===== config.mk =====
export PLATFORM = sky130hd
export DESIGN_NAME = oam_dma_ctrl
export DESIGN_NICKNAME = d
export VERILOG_FILES = /design/src/rtl/oam_dma_pkg.sv /design/src/rtl/oam_dma_src_map.sv /design/src/rtl/oam_dma_ctrl.sv
export SDC_FILE = /design/constraint.sdc
export NUM_CORES = 1
export LEC_CHECK = 0
export CAP_MARGIN = 40
export CORE_ASPECT_RATIO = 1.75
export CORE_UTILIZATION = 46
export DETAILED_ROUTE_END_ITERATION = 6
export GPL_TIMING_DRIVEN = 1
export PLACE_DENSITY = 0.88
export RECOVER_POWER = 50
export SYNTH_ARGS = -nofsm -noshare
export SYNTH_HDL_FRONTEND = slang
export SYNTH_HIERARCHICAL = 1
export SYNTH_SLANG_ARGS = --single-unit

===== constraint.sdc =====
create_clock -name cclk -period 2 [get_ports cclk]
set_input_delay 0.6 -clock cclk [delete_from_list [all_inputs] [get_ports cclk]]
set_output_delay 0.6 -clock cclk [all_outputs]
set_load 0.005 [all_outputs]

===== src/rtl/oam_dma_pkg.sv =====
// Shared constants and debug state encoding for the OAM DMA sequencer.
package oam_dma_pkg;
  localparam int         OAM_NBYTES = 160;
  localparam logic [2:0] VRAM_HI    = 3'b100;
  localparam logic [7:0] ECHO_BASE  = 8'hE0;
  localparam logic [7:0] ECHO_OFS   = 8'h20;

  // pend and run may overlap; RUN takes precedence in this view.
  typedef enum logic [1:0] {DMA_IDLE, DMA_START, DMA_RUN} dma_state_t;
endpackage


===== src/rtl/oam_dma_src_map.sv =====
// Source-page remap and VRAM/external bus classification (combinational).
// Echo-RAM folding of E0-FF onto C0-DF is enabled by OAM_DMA_ECHO_REMAP_EN.
module oam_dma_src_map
  import oam_dma_pkg::*;
(
  input  logic [7:0] pend_base,
  input  logic [7:0] src_hi,
  input  logic       run,
  output logic [7:0] src_next,
  output logic       vram_to_oam,
  output logic       dma_addr_ext
);

  always_comb begin
    src_next = pend_base;
`ifdef OAM_DMA_ECHO_REMAP_EN
    if (pend_base >= ECHO_BASE) src_next = pend_base - ECHO_OFS;
`endif
  end

  assign vram_to_oam  = run && (src_hi[7:5] == VRAM_HI);
  assign dma_addr_ext = run && !vram_to_oam;

endmodule


===== src/rtl/oam_dma_ctrl.sv =====
// OAM DMA sequencer: FF46 write -> start delay -> NBYTES transfers, one per CPB cycles.
// Optional echo remap of the source page via OAM_DMA_ECHO_REMAP_EN (see oam_dma_src_map).
module oam_dma_ctrl
  import oam_dma_pkg::*;
#(
  parameter int CPB         = 4,
  parameter int START_DELAY = 4,
  parameter int NBYTES      = OAM_NBYTES
) (
  input  logic        cclk,
  input  logic        reset,
  input  logic        ff46_wr,
  input  logic [7:0]  d_in,
  output logic [7:0]  ff46_q,
  output logic        dma_run,
  output logic [15:0] dma_a,
  output logic [7:0]  oa_dma,
  output logic        oam_dma_wr,
  output logic        vram_to_oam,
  output logic        dma_addr_ext,
  output logic        dma_done
);

  localparam int PH_W  = (CPB > 1) ? $clog2(CPB) : 1;
  localparam int DLY_W = $clog2(START_DELAY + 1);

  logic [7:0]       base_reg, pend_base_reg, src_hi_reg, idx_reg;
  logic [DLY_W-1:0] dly_reg;
  logic [PH_W-1:0]  ph_reg;
  logic             pend_reg, run_reg, done_reg;
  logic [7:0]       src_next;
  dma_state_t       state;
  logic             start, strobe, last;

  always_comb begin
    state = DMA_IDLE;
    if (run_reg)       state = DMA_RUN;
    else if (pend_reg) state = DMA_START;
  end

  // A write landing on the expiry cycle wins, so the stale base never starts.
  assign start  = pend_reg && (dly_reg == DLY_W'(START_DELAY - 1)) && !ff46_wr;
  assign strobe = (state == DMA_RUN) && (ph_reg == PH_W'(CPB - 1));
  assign last   = strobe && (idx_reg == 8'(NBYTES - 1));

  always_ff @(posedge cclk or posedge reset) begin
    if (reset) begin
      base_reg      <= 8'h00;
      pend_base_reg <= 8'h00;
      src_hi_reg    <= 8'h00;
      idx_reg       <= 8'h00;
      dly_reg       <= '0;
      ph_reg        <= '0;
      pend_reg      <= 1'b0;
      run_reg       <= 1'b0;
      done_reg      <= 1'b0;
    end else begin
      done_reg <= last;
      if (ff46_wr) begin
        base_reg      <= d_in;
        pend_base_reg <= d_in;
        pend_reg      <= 1'b1;
        dly_reg       <= '0;
      end else if (start) begin
        pend_reg <= 1'b0;
      end else if (pend_reg) begin
        dly_reg <= dly_reg + 1'b1;
      end

      // A restart overrides the running transfer after its final old strobe.
      if (start) begin
        run_reg    <= 1'b1;
        idx_reg    <= 8'h00;
        ph_reg     <= '0;
        src_hi_reg <= src_next;
      end else if (run_reg) begin
        ph_reg <= (ph_reg == PH_W'(CPB - 1)) ? '0 : ph_reg + 1'b1;
        if (strobe) begin
          if (last) run_reg <= 1'b0;
          else      idx_reg <= idx_reg + 8'h01;
        end
      end
    end
  end

  oam_dma_src_map u_src_map (
    .pend_base    (pend_base_reg),
    .src_hi       (src_hi_reg),
    .run          (run_reg),
    .src_next     (src_next),
    .vram_to_oam  (vram_to_oam),
    .dma_addr_ext (dma_addr_ext)
  );

  assign ff46_q     = base_reg;
  assign dma_run    = (state == DMA_RUN);
  assign dma_a      = {src_hi_reg, idx_reg};
  assign oa_dma     = idx_reg;
  assign oam_dma_wr = strobe;
  assign dma_done   = done_reg;

endmodule

# --- Word level (Yosys, flattened, before mapping) ---
# Cells that the tools add are included.
totals:
  ff_bits: 32
  input_bits: 11
  elab_cells: 50
classes:
  add_sub_neg: 3
  eq_ne: 7
  n_mux: 18
  n_reduce_logical: 14
ops:
  columns: ["cell", "count"]
  rows:
  - ["$mux 8", 4]
  - ["$mux 3", 3]
  - ["$add 8x1->8 const B", 1]
  - ["$eq 8x8->1 const B", 1]
  - ["$mux 2", 4]
  - ["$reduce_bool 2->1", 4]
  - ["$mux 1", 7]
  - ["$logic_and 1x1->1", 6]
  - ["$eq 2x2->1 const B", 2]
  - ["$ne 2x2->1 const B", 2]
  - ["$add 3x1->3 const B", 1]
  - ["$eq 3x2->1 const B", 1]
  - ["$eq 3x3->1 const B", 1]
  - ["$reduce_and 3->1", 1]
  - ["$add 2x1->2 const B", 1]
  - ["$logic_not 1->1", 2]
  - ["$reduce_and 2->1", 1]

# --- Logic depth before layout (Yosys ltp) ---
depth:
  ltp_word: 9
  depth_mapped: 7
  mapped_depth_nobuf: 5

# --- By module ---
# Netlist, hierarchy kept.
by_module_without_submodules:
  columns: ["module", "n_inst", "cells_each", "area_each_um2"]
  rows:
  - ["oam_dma_ctrl", 1, 143, 1527.7]
  - ["oam_dma_src_map", 1, 11, 77.6]

# --- Worst setup path after synthesis ---
# Ideal clock, no wire load.
synth_timing:
  kind: "register to register"
  from: "register dly_reg[0]"
  to: "register idx_reg[2], in the netlist oa_dma[2]"
  arrival_ns: 1.463
  required_time_ns: 1.924
  setup_slack_ns: 0.461
  path_stages_with_launch: 7
  period_less_slack_ns: 1.539
  cell_sequence: "dfrtp_1 ha_1 ha_1 and3b_1 clkbuf_1 a2111o_1 o21ai_1"
synth_between:
  elab_chain_len: 5
synth_rtl:
  columns: ["item", "line", "source"]
  rows:
  - ["start: declaration", "oam_dma_ctrl.sv:28", "logic [DLY_W-1:0] dly_reg;"]
  - ["start signal: assignment", "oam_dma_ctrl.sv:67", "dly_reg <= dly_reg + 1'b1;"]
  - ["$eq 3x2->1 (*)", "oam_dma_ctrl.sv:42", "assign start = pend_reg && (dly_reg == DLY_W'(START_DELAY - 1)) && !ff46_wr;"]
  - ["$logic_and 1x1->1 (*) (2 in series)", "oam_dma_ctrl.sv:42", null]
  - ["$ne 2x2->1 (no source line) / $reduce_bool 2->1 (equally long branches)", null, null]
  - ["$reduce_and 3->1 (no source line)", null, null]
  - ["end signal: assignment", "oam_dma_ctrl.sv:80", "else idx_reg <= idx_reg + 8'h01;"]
  - ["end: declaration", "oam_dma_ctrl.sv:27", "logic [7:0] base_reg, pend_base_reg, src_hi_reg, idx_reg;"]
# Every way passes the cells marked *; elsewhere a longest branch is shown, timed or not.
# A chain may end at the register's enable or synchronous reset.

# --- Worst setup path after layout ---
layout_timing:
  from: "register idx_reg[5], in the netlist oa_dma[5]"
  to: "output port dma_a[5]"
layout_rtl:
  columns: ["item", "line", "source"]
  rows:
  - ["end: declaration", "oam_dma_ctrl.sv:16", "output logic [15:0] dma_a,"]
# No word-level cell between the ends.

==> metrics.yaml <==
crit_required_ps: 1400
crit_family: "buffers and inverters"
syn_avg_cell_area_um2: 10.4
muxShareOfSynthArea_pct: 9.35
rsz0062_at_grt: "no"
tightest_slew_ps: 798
h-tree-depth: 2
crit_chain: "clkdlybuf4s50_1"
start_util_pct: 47.7
final_common_cell: "clkdlybuf4s50_1"
slowest_stage: "clkdlybuf4s50_1"
synth_edf_count: 0
fin_crit_sh_pct: 96.6
drc: 0
die_w_um: 46.7
synth_top_family_by_area: "simple AND/OR/NAND/NOR gates"
clock-root-buffer: "clkbuf_8"
setup_viol: 0
crit_path_start_kind: "flip-flop"
hpwl_um: 2620
syn_to_final_growth_pct: 34.9
max_freq_mhz: 518
cts_hold_buf: 0
fin_util_pct: 64.4
antenna_found_initial: 0
finalHoldViolCount: 0
cts_buffers: 5
cts_tree: "yes"
leakage_uw: 0.000987
wl_um: 3670
ys_async_sr_fraction_pct: 100
end_kind: "primary output"
rows: 28
slew_headroom_pct: 46.8
grt_usage_pct: 23.5
ys_types: 41
num_antenna_cells: 0
dr_total_vias: 1303
critPathKind: "reg2out"
coreArea_um2: 3360
pin_count: 48
vias_per_cell: 5.32
syn_inst: 154
layout_common_cells: "42 x clkdlybuf4s50_1, 31 x nand2_1, 29 x dfrtp_1"
place_ws_ps: 164
ff2ff_setup_slack_ps: 360
drt_first_iter_violations: 44
cpPeakStageDelay_ps: 560
synth_compound_area_share_pct: 7.79
clkLatencyLatePin_ps: 290
ys.warnings.count: 6
grt_pass1_wl_um: 6190
cts_sinks: 32
synth_fp_nets: 169
port_buffers: 47
ant_nets: 0
clockBufferDepth: 2
total_power_uw: 2940
report.final.slew_viol_count: 0
cts.clk_slew.worst_paths_ps: 60
grt_pass1_vias: 1355
fill_cells: 279
grt_remaining_overflow: 0
ys_seq_area_share_pct: 49.9
status: "finished clean"
syn_area_um2: 1610
die_h_um: 80.1
synth_xor_area_share_pct: 0.546
ys_seq_elements: 32
ir_worst_vdd_uv: 765
drive_gt1_share_pct: 15.5
path_max_fanout: 7
routabilityCongestion: 0.869
finalCriticalPeriod_ps: 1930
maxCapViolations: 0
hold_path.class: "reg2reg"
fin_skew_ps: 4.89
wl_per_cell_um: 15.0
crit_arrival_ps: 1330
die_area_um2: 3740
yosys.area_share.simple_pct: 18.4
grt_max_degree: 33
power.density_nw_per_um2: 1360
synth-adder-area-share_pct: 3.12
firstDrtPassIters: 4
synth-main-ff-cell: "dfrtp_1"
finalWorstSetupSlack_ps: 68.8
critPathBufInv: 1
fin_nets: 214
setup_tns_ps: 0
## kinds of logic (layout without fill, tap and decap cells)
family,after synthesis,in the layout
fa+ha+maj,4,4
mux,14,14
buf+inv,27,73
flops,32,32
compound gates,16,16
xor+xnor,1,1
simple gates,60,60
## final cells by class
| class | instances | area [um2] | share of cell area (%) |
|---|---|---|---|
| Clock buffer | 8 | 90.1 | 4.16 |
| Sequential cell | 32 | 805 | 37.1 |
| Multi-Input combinational cell | 95 | 634 | 29.3 |
| Timing Repair Buffer | 62 | 569 | 26.3 |
| Tap cell | 45 | 56.3 | 2.60 |
| Inverter | 3 | 11.3 | 0.520 |
## power by group
part	internal (uW)	switching [uW]
sequential	870	230
combinational	786	542
clock	280	228
## synthesized netlist by cell type (all sizes together), types with 2 or more instances
cell / instances / area [um2]
a211oi: 3 / 27.5
a21o: 2 / 15.0
a21oi: 4 / 27.5
and3: 2 / 12.5
buf: 22 / 156
clkbuf: 2 / 7.51
dfrtp: 32 / 801
ha: 4 / 50.1
inv: 3 / 11.3
mux2: 8 / 90.1
mux2i: 6 / 60.1
nand2: 32 / 120
nand2b: 2 / 15.0
nand3: 5 / 30.0
nand4: 2 / 12.5
nor2: 7 / 26.3
o21ai: 2 / 10.0
## metrics by stage
step	instance area, um2	cells	hold slack, ps
finish	2170	245	478
CTS	2170	244	485
floorplan	1610	154	470
global placement	2030	230	466
detailed placement	2030	230	470
global route	2170	245	514
## timing repair
item | CTS | global route
setup endpoints to repair | 3 | 5
pin swaps | 1 | 0
endpoints found under the hold margin | 0 | 0
gates resized for setup | 5 | 3
buffers inserted | 6 | 1
## layer usage
layer	global-route usage, %	part of all wire [%]	vias up
li1	-	-	602
met2	38.8	54	55
met3	6.07	5.1	17
met5	0	0	-
met4	12.6	4.9	0
met1	26.2	36	629
## worst paths after layout
check | start | endpoint | cells after the start
worst max-delay path | oa_dma[5] | dma_a[5] | 1
worst min-delay path | src_hi_reg[0] | src_hi_reg[0] | 2
worst max register to register | dly_reg[0] | oa_dma[4] | 5
worst min register to register | src_hi_reg[0] | src_hi_reg[0] | 2
max in group asynchronous | reset | run_reg | 3
min in group asynchronous | reset | oa_dma[0] | 3
(Power assumes the default switching activity.)
